[src/rtl/mmu09_clkgen.sv]
// mmu09_clkgen: 6809 Q/E quadrature clock, stretched CPU reset and tick IRQ front end for the MMU09 SBC.
// Revision: 1.0
`default_nettype none

module mmu09_clkgen #(
  parameter int RESET_CYCLES = 16,
  parameter int TICK_DIV     = 452,
  parameter int MAX_STRETCH  = 8
) (
  input  logic       clk,
  input  logic       reset,
  input  logic       stretch,
  input  logic       tick_en,
  input  logic       tick_ack,
  output logic       qclk,
  output logic       eclk,
  output logic       reset_n,
  output logic       irq_n,
  output logic       tick_ovr,
  output logic       e_fall,
  output logic [1:0] phase
);

  localparam logic [7:0]  RST_LAST  = 8'(RESET_CYCLES - 1);
  localparam logic [15:0] TICK_LAST = 16'(TICK_DIV - 1);
  localparam logic [3:0]  STR_MAX   = 4'(MAX_STRETCH);

  logic [7:0]  rst_cnt;
  logic [15:0] tick_cnt;
  logic [3:0]  str_cnt;
  logic        hold;
  logic        cycle_done;
  logic        tick_fire;

  // A phase-3 edge either holds E high (stretch) or completes the E cycle.
  always_comb begin
    hold       = (phase == 2'd3) && stretch && reset_n && (str_cnt < STR_MAX);
    cycle_done = (phase == 2'd3) && !hold;
    tick_fire  = cycle_done && reset_n && tick_en && (tick_cnt == TICK_LAST);
  end

  always_ff @(posedge clk) begin
    if (reset) begin
      phase    <= 2'd0;
      qclk     <= 1'b0;
      eclk     <= 1'b0;
      reset_n  <= 1'b0;
      irq_n    <= 1'b1;
      tick_ovr <= 1'b0;
      e_fall   <= 1'b0;
      rst_cnt  <= '0;
      tick_cnt <= '0;
      str_cnt  <= '0;
    end else begin
      case (phase)
        2'd0: begin qclk <= 1'b1; phase <= 2'd1; end
        2'd1: begin eclk <= 1'b1; phase <= 2'd2; end
        2'd2: begin qclk <= 1'b0; phase <= 2'd3; end
        default: begin
          if (!hold) begin
            eclk  <= 1'b0;
            phase <= 2'd0;
          end
        end
      endcase

      if (hold) begin
        str_cnt <= str_cnt + 4'd1;
      end else if (phase == 2'd3) begin
        str_cnt <= '0;
      end

      e_fall <= cycle_done;

      if (!reset_n) begin
        irq_n <= 1'b1;
        if (cycle_done) begin
          if (rst_cnt == RST_LAST) begin
            reset_n <= 1'b1;
          end else begin
            rst_cnt <= rst_cnt + 8'd1;
          end
        end
      end else begin
        if (cycle_done && tick_en) begin
          tick_cnt <= (tick_cnt == TICK_LAST) ? 16'd0 : tick_cnt + 16'd1;
        end
        // A fire outranks a simultaneous acknowledge, which also absorbs the overrun.
        if (tick_fire) begin
          irq_n <= 1'b0;
          if (!irq_n && !tick_ack) begin
            tick_ovr <= 1'b1;
          end
        end else if (tick_ack) begin
          irq_n <= 1'b1;
        end
      end
    end
  end

endmodule

`default_nettype wire

[config.mk]
export PLATFORM = sky130hd
export DESIGN_NAME = mmu09_clkgen
export DESIGN_NICKNAME = d
export VERILOG_FILES = /design/src/rtl/mmu09_clkgen.sv
export SDC_FILE = /design/constraint.sdc
export NUM_CORES = 1
export LEC_CHECK = 0
export CELL_PAD_IN_SITES_DETAIL_PLACEMENT = 1
export CELL_PAD_IN_SITES_GLOBAL_PLACEMENT = 1
export CORE_MARGIN = 2
export CORE_UTILIZATION = 41
export CTS_BUF_LIST = sky130_fd_sc_hd__clkbuf_4
export CTS_CLUSTER_SIZE = 14
export DETAILED_ROUTE_END_ITERATION = 10
export GPL_TIMING_DRIVEN = 0
export HOLD_SLACK_MARGIN = 0.03
export PLACE_DENSITY = 0.79
export SYNTH_ARGS = -nofsm -noshare
export SYNTH_HDL_FRONTEND = slang
export SYNTH_SLANG_ARGS = --single-unit
[constraint.sdc]
create_clock -name clk -period 2 [get_ports clk]
set_clock_uncertainty 0.2 [all_clocks]
set_input_delay 0.4 -clock clk [delete_from_list [all_inputs] [get_ports clk]]
set_output_delay 0.4 -clock clk [all_outputs]
set_load 0.03 [all_outputs]
==> run metrics <==
Post-Place Setup Slack -660 ps; Buffers on Ports 11; post-synthesis xor/xnor area fraction approximately 7.3%; H-tree Lvls 2; Compound-Gate Fraction of Synth Area 10.4%; syn_area_per_cell 8.84 sq um; Critical Path RT around 2100 ps; Antenna Violating Nets Remaining 0; first-pass GRT wire length roughly 7400 microns; period utilisation layout between 90% and 100%; initial antenna violation count 0; First-pass DRT Iterations 6; Yosys cell types 37; post-synthesis sequential area ratio between 40% and 50%; Via density around 5.6; Hold Buf Count CTS 0; CTS tree done; Starting Density 42.3%; I/O pin cnt 13; area leader, netlist dfxtp_1; share of cells above drive strength 1 between 15 and 20%; Iter 0 DRT Violations 55; Fmax achieved around 510 MHz; Post-Synth Adder-Cell Area under 10%; synthesized area around 1700 sq um; Root Driver clkbuf_4; Avg WL per Cell about 16 microns; pin count of the biggest net entering global routing 11; crit start category flop; RSZ-0062 raised after global routing yes; Die ar. about 4600 sq um; Nets about 230; Worst Setup Path Type reg -> reg; top_reg_cell synth dfxtp_1; Bufs on Longest Clock Path 2; layout filler cell count around 470; Core ar. just under 4000 sq um; most area-consuming cells after synthesis dfxtp_1, nor2_1, ha_1; worst setup margin between 20 and 30 ps; area grow syn2layout 22.3%; status finished clean; Reg clk slew, reported paths ~110 ps; Syn. warnings 0; Syn Inst Count between 150 and 200; Tot GR Track Use a little over a fifth; most frequent cells in the layout dfxtp_1, nor2_1; Least-Margin Pin Slew ~650 ps; Chip Width 68.0 microns; # setup viols final 0; overall routed net length 4280 microns; max_cap viols 0; Vias between 1500 and 2000; Min Clock Period, post-route 1970 ps; worst min path class in -> reg; static leakage roughly 0.8 nW; total gr overflow 0; Fin. Hold Viols 0; vias in the first global route 1536; Max VDD drop between 0.6 and 0.7 mV; CTS Sinks 36; Yosys top cell area share 42.9%; crit path max fanout 6; most common cell after layout, fill and taps aside dfxtp_1; RD Place Congestion 0.819; combinational family with the most area after synthesis simple AND/OR/NAND/NOR gates; #FFs+latches synth 36; Clock Latency Late Sink around 340 ps; crit end category flop; mux cell area share after synthesis ~1.9%; drt drc 0; PwrDens roughly 800 nW/um^2; Worst Path Arrival around 2100 ps; Pins Over Slew Limit 0; CTS buffer count 5; ANT cells 0; asr flop ratio synth 0%; max_slew headroom 56.2%; overall power approximately 1.7 mW; Vert. Die Dim 68.0 microns; Row Count 23; DPL Wire Length 2950 microns; number of flops mapped to enable cells by yosys 0; Syn Nets 202; Synth Area in Simple Gates approximately 30%
[worst max-delay path, stage by stage, from the launching register on]
cell	delay, ps
dfxtp_4	380
ha_4	170
nand4_4	100
or4_4	570
or3_4	350
a21oi_2	130
[logic make-up after synthesis]
kind of cell             Yosys count
AO/OA/AOI/OAI                     29
multiplexers                       3
AND/OR/NAND/NOR                   89
XOR/XNOR                          14
buffers and inverters             12
adder cells (fa/ha/maj)            7
flip-flops                        36
[metrics by stage]
step | cells | hold WS (ps) | util [%] | setup TNS, ps | cell area, sq um
final | 267 | 217 | 51.7 | 0 | 2050
after global routing | 267 | 256 | 51.7 | -56.0 | 2050
after CTS | 266 | 207 | 50.6 | 0 | 2010
after detailed placement | 251 | 253 | 47.2 | -10310 | 1870
after global placement | 251 | 243 | 47.2 | -10070 | 1870
after floorplan | 190 | 240 | - | 0 | 1700
[per-layer routing]
layer	wire length [microns]	track usage (%)	vias to the layer above
met3	168	4.28	6
li1	-	-	735
met4	59	11.0	0
met5	0	0	-
met1	1880	26.6	737
met2	2170	35.1	26
[report_power, final]
group / switching, mW / internal [mW]
logic: 0.272 / 0.196
clock network: 0.238 / 0.162
registers: 0.0391 / 0.771
total: 0.549 / 1.13
[cell usage after synthesis, types with 2 or more instances]
library cell  number
mux2i_1            2
ha_1               7
o21a_1             2
nor3_1             5
clkbuf_1           6
nor3b_1            3
nor4_1             6
a31oi_1            2
nand4_1           10
nor2b_1            2
nand2b_1           2
and3_1             5
nand3_1            4
a21oi_1           13
nand2_1            9
or3_1              5
o21ai_0            5
or4_1              3
o31ai_1            3
xor2_1             4
dfxtp_1           36
xnor2_1           10
inv_1              5
nand4b_1           2
nor2_1            27
[layout make-up]
| class | instances | area, sq um | area share [%] |
|---|---|---|---|
| Timing Repair Buffer | 21 | 188 | 9.14 |
| Inverter | 5 | 18.8 | 0.914 |
| Clock buffer | 7 | 52.6 | 2.56 |
| Buffer | 5 | 23.8 | 1.16 |
| Multi-Input combinational cell | 142 | 971 | 47.3 |
| Sequential cell | 36 | 734 | 35.7 |
| Clock inverter | 1 | 3.75 | 0.183 |
| Tap cell | 50 | 62.6 | 3.05 |
[flip-flops by register name, summed over array words and instances, names as in the netlist]
name / count
tick_cnt: 16
rst_cnt: 8
str_cnt: 4
phase: 2
e_fall: 1
eclk: 1
irq_n: 1
qclk: 1
reset_n: 1
tick_ovr: 1
[worst paths after layout]
| kind | to | start | cells past startpoint | slack [ps] |
|---|---|---|---|---|
| worst min register to register | eclk | eclk | 2 | 260 |
| worst min-delay path | reset_n | reset | 2 | 220 |
| worst max-delay path | tick_cnt[14] | phase[0] | 5 | 30 |
| worst max register to register | tick_cnt[14] | phase[0] | 5 | 30 |
[repair_timing]
action,4_1_cts,5_1_grt
pin swaps,8,8
buffers inserted,8,2
cloned,0,0
endpoints found under the hold margin,0,0
endpoints found under the setup margin,19,23
gates resized for setup,14,17
(Power assumes the default switching activity.)
